--- config.mk ---
export PLATFORM = sky130hd
export DESIGN_NAME = uart_tx
export DESIGN_NICKNAME = d
export VERILOG_FILES = /design/src/rtl/uart_pkg.sv /design/src/rtl/timer.sv /design/src/rtl/uart_tx.sv
export SDC_FILE = /design/constraint.sdc
export NUM_CORES = 1
export LEC_CHECK = 0
export BUFFER_PORTS_ARGS = -buffer_cell sky130_fd_sc_hd__buf_2
export CORE_MARGIN = 2
export CORE_UTILIZATION = 35
export DETAILED_ROUTE_END_ITERATION = 8
export SLEW_MARGIN = 20
export SYNTH_ARGS = -nofsm -noshare
export SYNTH_HDL_FRONTEND = slang
export SYNTH_SLANG_ARGS = --single-unit
--- constraint.sdc ---
create_clock -name clk -period 2.3 [get_ports clk]
set_clock_uncertainty 0.15 [all_clocks]
set_input_delay 0.575 -clock clk [delete_from_list [all_inputs] [get_ports clk]]
set_output_delay 0.575 -clock clk [all_outputs]
set_load 0.005 [all_outputs]
--- src/rtl/uart_pkg.sv ---
// Shared types and helpers for the UART transmitter.
// Optional feature macro: UART_TX_BREAK_EN adds the BREAK state.
package uart_pkg;

    // Transmitter FSM states; BREAK exists only when line-break support is built in.
    typedef enum logic [2:0] {
        IDLE,
        START,
        DATA,
        PARITY,
        STOP
`ifdef UART_TX_BREAK_EN
        ,
        BREAK
`endif
    } uart_state_e;

    // Number of bit periods in one frame: start + payload + optional parity + stops.
    function automatic int frame_bits(input int data_bits, input int has_parity, input int stop_bits);
        return 1 + data_bits + ((has_parity != 0) ? 1 : 0) + stop_bits;
    endfunction

    // Parity bit from the XOR-reduction of the payload: even keeps it, odd inverts it.
    function automatic logic parity_bit(input logic data_xor, input logic even);
        return even ? data_xor : ~data_xor;
    endfunction

    // Clock cycles per line bit, truncating division.
    function automatic int bit_period(input int sys_clk, input int baud_rate);
        return sys_clk / baud_rate;
    endfunction

endpackage

--- src/rtl/timer.sv ---
// Baud-period timer: counts 0..N-1 while enabled and pulses tick for one
// cycle on the last count. Held at 0 while disabled.
module timer #(
    parameter int N = 10
) (
    input  logic clk,
    input  logic reset,
    input  logic en,
    output logic tick
);

    localparam int CW = (N > 1) ? $clog2(N) : 1;

    logic [CW-1:0] cnt_q;
    logic [CW-1:0] cnt_d;

    assign tick = en && (cnt_q == CW'(N - 1));

    // Next count: restart on disable or at the end of each period.
    always_comb begin
        cnt_d = cnt_q + 1'b1;
        if (!en || tick) begin
            cnt_d = '0;
        end
    end

    // Count register.
    always_ff @(posedge clk or posedge reset) begin
        if (reset) begin
            cnt_q <= '0;
        end else begin
            cnt_q <= cnt_d;
        end
    end

endmodule

--- src/rtl/uart_tx.sv ---
// UART transmitter: start bit, LSB-first payload, optional parity, 1..3 stop bits.
// Optional feature macro: UART_TX_BREAK_EN adds input send_break, which drives
// the line low for one full frame time instead of sending data.
module uart_tx
    import uart_pkg::*;
#(
    parameter int DATA_BITS   = 8,
    parameter int BAUD_RATE   = 115200,
    parameter int SYS_CLK     = 100_000_000,
    parameter int STOP_BITS   = 1,
    parameter int HAS_PARITY  = 0,
    parameter int PARITY_EVEN = 0
) (
    input  logic                 clk,
    input  logic                 reset,
    input  logic                 valid,
    input  logic [DATA_BITS-1:0] data_in,
`ifdef UART_TX_BREAK_EN
    input  logic                 send_break,
`endif
    output logic                 ready,
    output logic                 tx,
    output logic                 busy
);

    localparam int N     = bit_period(SYS_CLK, BAUD_RATE);
    localparam int FRAME = frame_bits(DATA_BITS, HAS_PARITY, STOP_BITS);
    localparam int CW    = $clog2(FRAME + 1);

    uart_state_e          state_q;
    logic                 tx_q;
    logic                 ready_q;
    logic                 busy_q;
    logic [DATA_BITS-1:0] shift_q;
    logic                 parity_q;
    logic [CW-1:0]        bit_cnt_q;
    logic                 tick;

    assign ready = ready_q;
    assign busy  = busy_q;
    assign tx    = tx_q;

    // The baud counter runs only while a frame or break is on the line.
    timer #(
        .N(N)
    ) u_timer (
        .clk   (clk),
        .reset (reset),
        .en    (state_q != IDLE),
        .tick  (tick)
    );

    // Frame sequencer; all outputs are registered so tx never glitches.
    always_ff @(posedge clk or posedge reset) begin
        if (reset) begin
            state_q   <= IDLE;
            tx_q      <= 1'b1;
            ready_q   <= 1'b0;
            busy_q    <= 1'b0;
            shift_q   <= '0;
            parity_q  <= 1'b0;
            bit_cnt_q <= '0;
        end else begin
            case (state_q)
                IDLE: begin
                    tx_q      <= 1'b1;
                    busy_q    <= 1'b0;
                    bit_cnt_q <= '0;
`ifdef UART_TX_BREAK_EN
                    if (send_break && ready_q) begin
                        state_q <= BREAK;
                        tx_q    <= 1'b0;
                        ready_q <= 1'b0;
                        busy_q  <= 1'b1;
                    end else
`endif
                    if (valid && ready_q) begin
                        state_q  <= START;
                        tx_q     <= 1'b0;
                        ready_q  <= 1'b0;
                        busy_q   <= 1'b1;
                        shift_q  <= data_in;
                        parity_q <= parity_bit(^data_in, PARITY_EVEN != 0);
                    end else begin
                        ready_q <= 1'b1;
                    end
                end
                START: begin
                    if (tick) begin
                        state_q   <= DATA;
                        tx_q      <= shift_q[0];
                        shift_q   <= shift_q >> 1;
                        bit_cnt_q <= '0;
                    end
                end
                DATA: begin
                    if (tick) begin
                        if (bit_cnt_q == CW'(DATA_BITS - 1)) begin
                            bit_cnt_q <= '0;
                            if (HAS_PARITY != 0) begin
                                state_q <= PARITY;
                                tx_q    <= parity_q;
                            end else begin
                                state_q <= STOP;
                                tx_q    <= 1'b1;
                            end
                        end else begin
                            bit_cnt_q <= bit_cnt_q + 1'b1;
                            tx_q      <= shift_q[0];
                            shift_q   <= shift_q >> 1;
                        end
                    end
                end
                PARITY: begin
                    if (tick) begin
                        state_q   <= STOP;
                        tx_q      <= 1'b1;
                        bit_cnt_q <= '0;
                    end
                end
                STOP: begin
                    if (tick) begin
                        if (bit_cnt_q == CW'(STOP_BITS - 1)) begin
                            state_q   <= IDLE;
                            ready_q   <= 1'b1;
                            busy_q    <= 1'b0;
                            bit_cnt_q <= '0;
                        end else begin
                            bit_cnt_q <= bit_cnt_q + 1'b1;
                        end
                    end
                end
`ifdef UART_TX_BREAK_EN
                BREAK: begin
                    if (tick) begin
                        if (bit_cnt_q == CW'(FRAME - 1)) begin
                            state_q   <= IDLE;
                            tx_q      <= 1'b1;
                            ready_q   <= 1'b1;
                            busy_q    <= 1'b0;
                            bit_cnt_q <= '0;
                        end else begin
                            bit_cnt_q <= bit_cnt_q + 1'b1;
                        end
                    end
                end
`endif
                default: begin
                    state_q   <= IDLE;
                    tx_q      <= 1'b1;
                    ready_q   <= 1'b0;
                    busy_q    <= 1'b0;
                    bit_cnt_q <= '0;
                end
            endcase
        end
    end

endmodule

Word-level counts from Yosys, hierarchy flattened --
Cells that the tools add are included.
Operators by class: $add $sub $neg 2, eq/ne operators 15, muxes and demuxes 33, bitwise logic cells 2, reductions and logical operators 15
Operator list (number):
- 8-bit two-way mux | 4
- 8-bit one-hot mux with 3 select lines | 1
- 3-bit two-way mux | 7
- 4-bit two-way mux | 5
- 3-bit one-hot mux with 5 select lines | 1
- 4-bit one-hot mux with 3 select lines | 1
- 10-bit by 1-bit adder with 10-bit output, second input constant | 1
- 10-bit equality test, second input constant | 1
- 1-bit two-way mux | 10
- 10-bit two-way mux | 1
- 2-bit by 1-bit inequality test with 1-bit output, second input constant | 5
- 2-bit inequality test, second input constant | 4
- 7-bit AND reduction | 1
- 3-bit by 2-bit equality test with 1-bit output, second input constant | 2
- 1-bit one-hot mux with 3 select lines | 2
- 3-bit AND reduction | 2
- 3-bit nonzero test | 2
- 1-bit one-hot mux with 5 select lines | 1
- 5-bit AND reduction | 1
- 4-bit by 1-bit adder with 4-bit output, second input constant | 1
- 4-bit by 3-bit equality test with 1-bit output, second input constant | 1
- 4-bit zero test | 1
- 4-bit AND reduction | 1
- 3-bit by 1-bit equality test with 1-bit output, second input constant | 1
- 8 further kinds | 10
Word-level totals: register bits 28, input port bits 11, output and inout port bits 3

Longest topological paths before layout --
Gate-level depths: netlist (run 1).
depth in word-level cells 4, depth in mapped cells 7, depth with buffers taken out 6

Cells and area by module --
From an unflattened synthesis (run 1), not the netlist that was laid out.
Second synthesis, totals: cells, all modules 165, area, all modules 1611.5 um^2
Modules (own cells, without submodules):
- uart_tx | instances 1, cells an instance 111, area each 1089.8 um^2
- timer | instances 1, cells an instance 54, area each 521.8 um^2

Least setup slack after synthesis (run 1) --
Ideal clock, no wire load.
kind reg-to-reg, from reg u_timer.cnt_q[0], to reg shift_q[0], library setup time 125 ps, arrival time 1744 ps, data required time 2025 ps, slack 281 ps, cell stages (with the launch flop) 8, clock period less this slack 2019 ps, path through dfrtp_1 -> ha_1 -> and4bb_1 -> and3b_1 -> buf_6 -> o211a_1 -> buf_6 -> mux2_4
On the way: word-level cells in the longest chain between the ends 4, elaborated cells between the ends (all ways) 5
Ends and longest elaborated chain:
- start, declared | line timer.sv:14 | logic [CW-1:0] cnt_q;
- start signal, assigned | line timer.sv:32 | cnt_q <= cnt_d;
- 10-bit equality test (*) | line timer.sv:17 | assign tick = en && (cnt_q == CW'(N - 1));
- 1-bit logical AND (*) | line timer.sv:17
- 2-bit by 1-bit inequality test with 1-bit output (no line)
- 5-bit AND reduction (no line) (*)
- end signal, assigned | line uart_tx.sv:82 | shift_q <= data_in;
- end signal, assigned | line uart_tx.sv:92 | shift_q <= shift_q >> 1;
- end signal, assigned | line uart_tx.sv:110 | shift_q <= shift_q >> 1;
- end, declared | line uart_tx.sv:34 | logic [DATA_BITS-1:0] shift_q;
Every way passes the cells marked *; elsewhere a longest branch is shown, timed or not. A chain may end at the register's enable or synchronous reset.

Worst setup path after layout (run 1) --
from reg bit_cnt_q[0], to reg shift_q[5]
On the way: word-level cells in the longest chain between the ends 3
Ends and longest elaborated chain:
- start, declared | line uart_tx.sv:36 | logic [CW-1:0] bit_cnt_q;
- start signal, assigned | line uart_tx.sv:108 | bit_cnt_q <= bit_cnt_q + 1'b1;
- start signal, assigned | line uart_tx.sv:129 | bit_cnt_q <= bit_cnt_q + 1'b1;
- 4-bit by 3-bit equality test with 1-bit output | line uart_tx.sv:98 | if (bit_cnt_q == CW'(DATA_BITS - 1)) begin
- 2-bit inequality test (no line)
- 5-bit AND reduction (no line)
Every way passes these cells.

==> results of run 1 <==
-- cell type report --
cell class	count	share of cell area, %
clock buffers	3	2.41
inverters	10	2.19
multi-input cells	104	43.7
flip-flops and latches	28	41.0
clock inverters	1	1.75
repair buffers	16	5.12
well taps	52	3.80
-- how the worst max path moves through the flow --
stage	start	end	slack, ps	depth (start not counted)
floorplan	u_timer.cnt_q[0]	shift_q[0]	280	7
global placement	bit_cnt_q[0]	shift_q[1]	180	5
detailed placement	bit_cnt_q[0]	shift_q[5]	160	5
CTS	bit_cnt_q[0]	shift_q[5]	150	5
global route	bit_cnt_q[0]	shift_q[0]	60	5
finish	bit_cnt_q[0]	shift_q[5]	200	5
-- per-stage QoR --
stage | hold slack [ps] | std cells
2_1_floorplan | 305 | 148
3_3_place_gp | 322 | 210
3_5_place_dp | 343 | 210
4_1_cts | 189 | 214
5_1_grt | 210 | 214
6_report | 172 | 214
-- layer usage --
layer / share of wire [%] / wire (um) / track usage [%] / vias to the layer above
met3: 2.2 / 64 / 1.73 / 2
met1: 47 / 1380 / 17.7 / 557
met2: 49 / 1440 / 21.9 / 17
met4: 0.93 / 27 / 4.49 / 0
met5: 0 / 0 / 0 / -
li1: - / - / - / 546
-- critical path, delay by kind of cell (launching register included) --
family,cells,cell delay (ps)
compound gates,2,620
fa+ha+maj,1,250
flops,1,430
mux,1,340
simple gates,1,210
-- registers in the layout (all words and copies together) (netlist names) --
signal	count
state_q	3
shift_q	8
tx	1
bit_cnt_q	4
u_timer.cnt_q	10
busy	1
ready	1
-- cell families (layout without fill, tap and decap cells) --
logic type | Yosys count | count (layout) | share of synthesized area [%]
AO/OA/AOI/OAI | 24 | 24 | 10.1
XOR/XNOR | 9 | 9 | 5.16
adder cells (fa/ha/maj) | 3 | 3 | 2.46
buffers and inverters | 16 | 30 | 5.16
flip-flops | 28 | 28 | 45.9
multiplexers | 16 | 16 | 13.4
AND/OR/NAND/NOR | 52 | 52 | 17.8
-- synthesized netlist by cell type (3+ instances only) --
master    n  area, sq um
xnor2_1   6         52.6
mux2_4    7          105
o22ai_1   3         18.8
nor3_1    3         15.0
dfrtp_1  27          676
inv_1    10         37.5
xor2_1    3         26.3
nand3_1   7         35.0
a21oi_1   8         40.0
nor2_1   17         63.8
o21ai_0   4         20.0
nand2_1   7         26.3
mux2_2    8         90.1
ha_1      3         37.5
nor3b_1   4         30.0
-- cell usage in the layout, fill, tap and decap left out, types with 2 or more instances in the layout --
cell type	instances
nand4_1	2
nand2_1	7
buf_4	3
dfrtp_1	27
nor3_1	3
nor3b_1	4
o21ai_0	4
clkbuf_8	3
and3b_1	2
mux2_4	7
inv_1	10
o22ai_1	3
xor2_1	3
ha_1	3
buf_2	13
mux2_2	8
a21oi_1	8
nor2_1	17
xnor2_1	6
nand3_1	7
nor4_1	2
-- where the power goes --
group          switching (mW)  internal, mW  total [mW]
Clock                   0.155         0.233       0.388
Combinational           0.205         0.285       0.490
Sequential              0.122         0.640       0.762
Total                   0.482          1.16        1.64
==> results.toml, run 1 <==
[final_layout]
final_util_pct = 39.9
antenna_cells = 0
finalInstanceArea_sq_mm = 0.00171
finalNetCount = 177
drive_above_1_share_pct = 23.5
final.fill_count = 425
multi_input_area_sq_um = 748
syn_to_final_growth_pct = 11.9
seqCellArea_sq_um = 702

[flow_run]
max_cap_viol_count = 0

[clocking]
cts_hold_buffers = 0
clockRootBuffer = "clkbuf_8"
clkSinkCount = 28
cts_tree = "built"
h-tree-depth = 1
clkLatencyLatePin_ps = 280
cts_buffers = 3
post_cts_buffers = 0
clock_path_buffers = 2
clkTransAtPathRegs_ps = 100
cts_resized = 0

[die]
die_area_sq_mm = 0.00491
die_y_um = 70.1
io_pins = 14
initial_core_util_pct = 35.6
core_area_sq_mm = 0.00429
die_w_um = 70.1
row_count = 24

[routing]
drt_wl_total_mm = 2.90
vias = 1122
drt_first_iter_violations = 44
wl_per_cell_um = 13.6
viasPerCell = 5.24
dr.pass1.iters = 4
route.detailed.drc = 0
drtAntennaViolNets = 0

[logic_synthesis]
ys.flop_type = "dfrtp_1"
ys_warn_count = 0
synth-edff-count = 0
async_reset_ff_share_pct = 100
ys_types = 41
syn_inst = 148
syn_nets = 162
syn_area_sq_mm = 0.00153
ys_ff_latch = 28
ys_seq_area_share_pct = 45.9
syn_avg_cell_area_sq_um = 10.3

[place]
portBuffers = 13
placed_area_sq_mm = 0.00164
dp_hpwl_mm = 2.10
dp_slack_ps = 155
gp_congestion = 0.844

[power_and_ir_drop]
power_mw = 1.64
p_leak_nw = 0.774
p_per_area_mw_per_mm2 = 958
peakVddDrop_v = 0.000461

[critical_path]
critPathMaxFanout = 9
slowest_delay_ps = 430
cp.arrival_ps = 2120
worstSetupEndpointType = "register"
crit_path_top_delay_cell = "dfrtp_1"
start_kind = "register"
crit_required_ps = 2320
rr_worst_depth = 5
critPathKind = "reg2reg"
worstPathCellList = "ha_1 > and3b_1 > o21ai_0 > o211a_2 > mux2_4"
rrSetupSlack_ps = 200
rr_endpoint = "shift_q[5]"
crit-reg2reg-launch = "bit_cnt_q[0]"

[timing]
tns_ps = 0
setup_ws_ps = 205
period_minus_slack_ps = 2100
setup_viol = 0
max_slew_margin_pct = 63.5
fmax_mhz = 477
worst_slew_pin_slew_ps = 546
hold_viol_final = 0
report.final.slew_viol_count = 0
rsz0062_at_grt = "no"
min_period_over_period_pct = 91.1

[hold_path]
hold_path.class = "in2async"

[global_route]
grt_pass1_wl_mm = 5.24
grt_pass1_vias = 1141
antenna_found_initial = 0
grt_usage_pct = 13.2
grt-ovfl-total = 0
grt_max_degree = 17

[outcome]
status = "complete, no violations"
Note: power is estimated with default switching activity, not from simulation.
==> run 2, diff against run 1 <==
- CELL_PAD_IN_SITES_DETAIL_PLACEMENT: not set -> 1
- CELL_PAD_IN_SITES_GLOBAL_PLACEMENT: not set -> 2
- PLACE_DENSITY_LB_ADDON: not set -> 0.1
- SKIP_CTS_REPAIR_TIMING: not set -> 1
==> results.toml, run 2 (synthesis gave the netlist of run 1 again) <==
[clocking]
h-tree-depth = 1
clkSinkCount = 28
clkTransAtPathRegs_ps = 100
cts_buffers = 3
clockRootBuffer = "clkbuf_8"
clkLatencyLatePin_ps = 280
clock_path_buffers = 2
cts_tree = "built"

[die]
core_area_sq_mm = 0.00429
die_y_um = 70.1
die_w_um = 70.1
die_area_sq_mm = 0.00491
initial_core_util_pct = 35.6
row_count = 24
io_pins = 14

[routing]
route.detailed.drc = 0
drt_first_iter_violations = 34
wl_per_cell_um = 15.4
wl_met3_um = 68
viasPerCell = 5.26
vias = 1142
wl_met2_mm = 1.65
met1_length_mm = 1.58
drtAntennaViolNets = 0
dr.pass1.iters = 3
drt_wl_total_mm = 3.34
highest_layer = "met4"

[final_layout]
finalNetCount = 180
largest_reg_flops = 10
antenna_cells = 0
largest_registers = "u_timer.cnt_q x10, shift_q x8, bit_cnt_q x4"
syn_to_final_growth_pct = 13.7
drive_above_1_share_pct = 24.8
final_cell_mix = "dfrtp_1 (27), nor2_1 (17), buf_2 (13)"
final_common_cell = "dfrtp_1"
top_register = "u_timer.cnt_q"

[power_and_ir_drop]
p_sw_uw = 503
clockPowerShare_pct = 19.6
peakVddDrop_v = 0.000284
p_comb_share_pct = 32.0
p_per_area_mw_per_mm2 = 913
internal_power_mw = 1.08
switching_share_pct = 31.7
p_leak_nw = 0.795
seqPwrFrac_pct = 48.4

[outcome]
status = "complete, no violations"

[timing]
setup_viol = 0
fin_hold_ws_ps = 138
rsz0062_at_grt = "no"
tns_ps = 0
hold_viol_final = 0
fmax_mhz = 464
period_minus_slack_ps = 2160
report.final.slew_viol_count = 0
worst_slew_pin_slew_ps = 461
max_slew_margin_pct = 69.2
min_period_over_period_pct = 93.7

[critical_path]
slowest_delay_ps = 440
critPathKind = "reg2reg"
crit_path_top_delay_cell = "o211a_1"
cp.arrival_ps = 2170
start_kind = "register"
crit_buf_inv = 0
worstPathCellList = "ha_1 > and4bb_1 > and3b_1 > o211a_1 > mux2_4"
worstSetupEndpointType = "register"
cp_top_family = "simple AND/OR/NAND/NOR gates"
crit_required_ps = 2320
critPathMaxFanout = 9

[global_route]
grt-ovfl-total = 0
grt_max_degree = 20
grt_pass1_vias = 1244
grt_pass1_wl_mm = 5.91
antenna_found_initial = 0
grt_usage_pct = 15.0

[flow_run]
max_cap_viol_count = 0

[hold_path]
hold_path.class = "in2async"

[place]
portBuffers = 13
gp_congestion = 0.709
dp_hpwl_mm = 2.52
[run 2: worst reg2reg max path: stages, from the launching register on]
cell	delay, ps
dfrtp_1	410
ha_1	250
and4bb_1	240
and3b_1	210
o211a_1	440
mux2_4	340
[run 2: cell type report]
type / count / area, sq um
multi-input cells: 104 / 756
clock buffers: 4 / 55.1
fillers: 504 / 2560
inverters: 10 / 37.5
repair buffers: 19 / 123
flip-flops and latches: 28 / 702
well taps: 52 / 65.1
[run 2: per-layer routing]
metal	vias up	global-route usage (%)
met4	0	3.85
li1	553	-
met5	-	0
met1	572	20.8
met3	4	1.73
met2	13	24.9
[run 2: worst paths after layout]
path                             startpoint               end  slack (ps)  cells after the start
setup / recovery           u_timer.cnt_q[0]        shift_q[4]         140                      5
hold / removal                        reset  u_timer.cnt_q[7]         140                      2
setup reg to reg           u_timer.cnt_q[0]        shift_q[4]         140                      5
hold reg to reg            u_timer.cnt_q[0]  u_timer.cnt_q[0]         350                      1
max in group asynchronous             reset                tx        1320                      3
min in group clk           u_timer.cnt_q[0]  u_timer.cnt_q[0]         350                      1
[run 2: power groups by stage]
stage               clock, mW  sequential [mW]  combinational (mW)
floorplan                   0            0.733               0.414
global placement            0            0.764               0.491
detailed placement          0            0.778               0.514
CTS                     0.325            0.768               0.517
global route            0.344            0.791               0.567
finish                  0.310            0.768               0.509
[run 2: through the flow]
| stage | instance area [sq um] | total power, mW | worst slack [ps] | util (%) | cells |
|---|---|---|---|---|---|
| 3_5_place_dp | 1680 | 1.29 | 109 | 39.0 | 213 |
| 5_1_grt | 1740 | 1.70 | 34.0 | 40.5 | 217 |
| 6_report | 1740 | 1.59 | 144 | 40.5 | 217 |
| 3_3_place_gp | 1680 | 1.26 | 140 | 39.0 | 213 |
| 4_1_cts | 1730 | 1.61 | 77.5 | 40.3 | 217 |
| 2_1_floorplan | 1530 | 1.15 | 281 | - | 148 |
==> run 3, diff against run 2 <==
==> constraint.sdc (replaced) <==
create_clock -name clk -period 2.3 [get_ports clk]
set_clock_uncertainty 0.15 [all_clocks]
set_input_delay 0.46 -clock clk [delete_from_list [all_inputs] [get_ports clk]]
set_output_delay 0.46 -clock clk [all_outputs]
set_load 0.005 [all_outputs]
==> results.toml, run 3 (synthesis gave the netlist of run 1 again) <==
[timing]
hold_viol_final = 0
fmax_mhz = 472
period_minus_slack_ps = 2120
rsz0062_at_grt = "no"
tns_ps = 0
setup_viol = 0
report.final.slew_viol_count = 0
min_period_over_period_pct = 92.1
fin_hold_ws_ps = 278
max_slew_margin_pct = 74.1
worst_slew_pin_slew_ps = 386
setup_ws_ps = 183

[outcome]
status = "complete, no violations"

[final_layout]
top_register = "u_timer.cnt_q"
instances_no_fill = 219
antenna_cells = 0
largest_reg_flops = 10
final_util_pct = 41.0
final_cell_mix = "dfrtp_1 (27), nor2_1 (17), buf_2 (13)"
finalInstanceArea_sq_mm = 0.00176
final.fill_count = 490
drive_above_1_share_pct = 25.7
finalNetCount = 182
final_common_cell = "dfrtp_1"
largest_registers = "u_timer.cnt_q x10, shift_q x8, bit_cnt_q x4"
syn_to_final_growth_pct = 15.1
multi_input_area_sq_um = 756
seqCellArea_sq_um = 702

[critical_path]
rr_endpoint = "bit_cnt_q[3]"
crit_required_ps = 2330
crit-reg2reg-launch = "bit_cnt_q[0]"
critPathMaxFanout = 4
worstSetupEndpointType = "register"
start_kind = "register"
rrSetupSlack_ps = 180
crit_end = "bit_cnt_q[3]"
cp.arrival_ps = 2140
rr_worst_depth = 7
worstSetupStartpoint = "bit_cnt_q[0]"
critPathKind = "reg2reg"

[power_and_ir_drop]
switching_share_pct = 29.9
p_comb_share_pct = 30.5
seqPwrFrac_pct = 45.8
p_leak_nw = 0.799
peakVddDrop_v = 0.000381
p_sw_uw = 498
clockPowerShare_pct = 23.8
power_mw = 1.66
internal_power_mw = 1.17
p_per_area_mw_per_mm2 = 946

[place]
placed_area_sq_mm = 0.00167
dp_slack_ps = 106
place_inst = 214
portBuffers = 13
dp_hpwl_mm = 2.50
gp_congestion = 0.710

[global_route]
grt_pass1_wl_mm = 5.98
grt_usage_pct = 15.2
antenna_found_initial = 0
grt_pass1_vias = 1229
grt-ovfl-total = 0
grt_max_degree = 17

[die]
initial_core_util_pct = 35.6
die_y_um = 70.1
die_area_sq_mm = 0.00491
io_pins = 14
die_w_um = 70.1
core_area_sq_mm = 0.00429
row_count = 24

[routing]
viasPerCell = 5.12
vias = 1122
met1_length_mm = 1.67
highest_layer = "met4"
dr.pass1.iters = 4
route.detailed.drc = 0
drt_first_iter_violations = 32
wl_met2_mm = 1.51
wl_per_cell_um = 15.1
wl_met3_um = 79
drtAntennaViolNets = 0
drt_wl_total_mm = 3.30

[clocking]
h-tree-depth = 1
clock_path_buffers = 2
clkTransAtPathRegs_ps = 100
clkLatencyLatePin_ps = 280
clockRootBuffer = "clkbuf_8"
cts_tree = "built"
clkSinkCount = 28
cts_buffers = 3

[flow_run]
max_cap_viol_count = 0

[hold_path]
holdPathStages = 3
hold_path.class = "in2reg"
run 3: cell count changes in the layout (fill, tap and decap cells not counted), sizes merged:
| cell | delta |
|---|---|
| dlygate4sd3 | +1 |
| clkbuf | -1 |
| bufinv | +1 |
| buf | +1 |
run 3: power groups by stage:
stage          Combinational (mW)  Sequential, mW  Clock [mW]
2_1_floorplan               0.414           0.733           0
3_3_place_gp                0.490           0.765           0
3_5_place_dp                0.507           0.774           0
4_1_cts                     0.514           0.763       0.411
5_1_grt                     0.570           0.788       0.427
6_report                    0.507           0.761       0.396
run 3: area by class of cell:
cell class                      instances  share of cell area, %
Clock inverter                          1                   1.71
Sequential cell                        28                   39.9
Tap cell                               52                   3.70
Timing Repair Buffer                   21                   7.25
Multi-Input combinational cell        104                   43.0
Clock buffer                            3                   2.35
Inverter                               10                   2.13
run 3: worst min path at each step:
stage,to,slack [ps],start
after global placement,shift_q[0],300,reset
final,shift_q[7],280,data_in[7]
after global routing,shift_q[7],290,data_in[7]
after floorplan,u_timer.cnt_q[0],300,u_timer.cnt_q[0]
after detailed placement,shift_q[0],300,reset
after CTS,shift_q[0],-20,reset
run 3: metal layers:
layer / vias up / track usage, %
met5: - / 0
met3: 5 / 2.31
met2: 16 / 24.1
met4: 0 / 4.49
met1: 544 / 21.4
li1: 557 / -
run 3: critical path: stages (launching register included):
cell     delay, ps
dfrtp_1        390
buf_4          150
inv_1           50
ha_1           130
or3b_1         420
a32oi_2        330
nor3_1          90
a211o_1        300
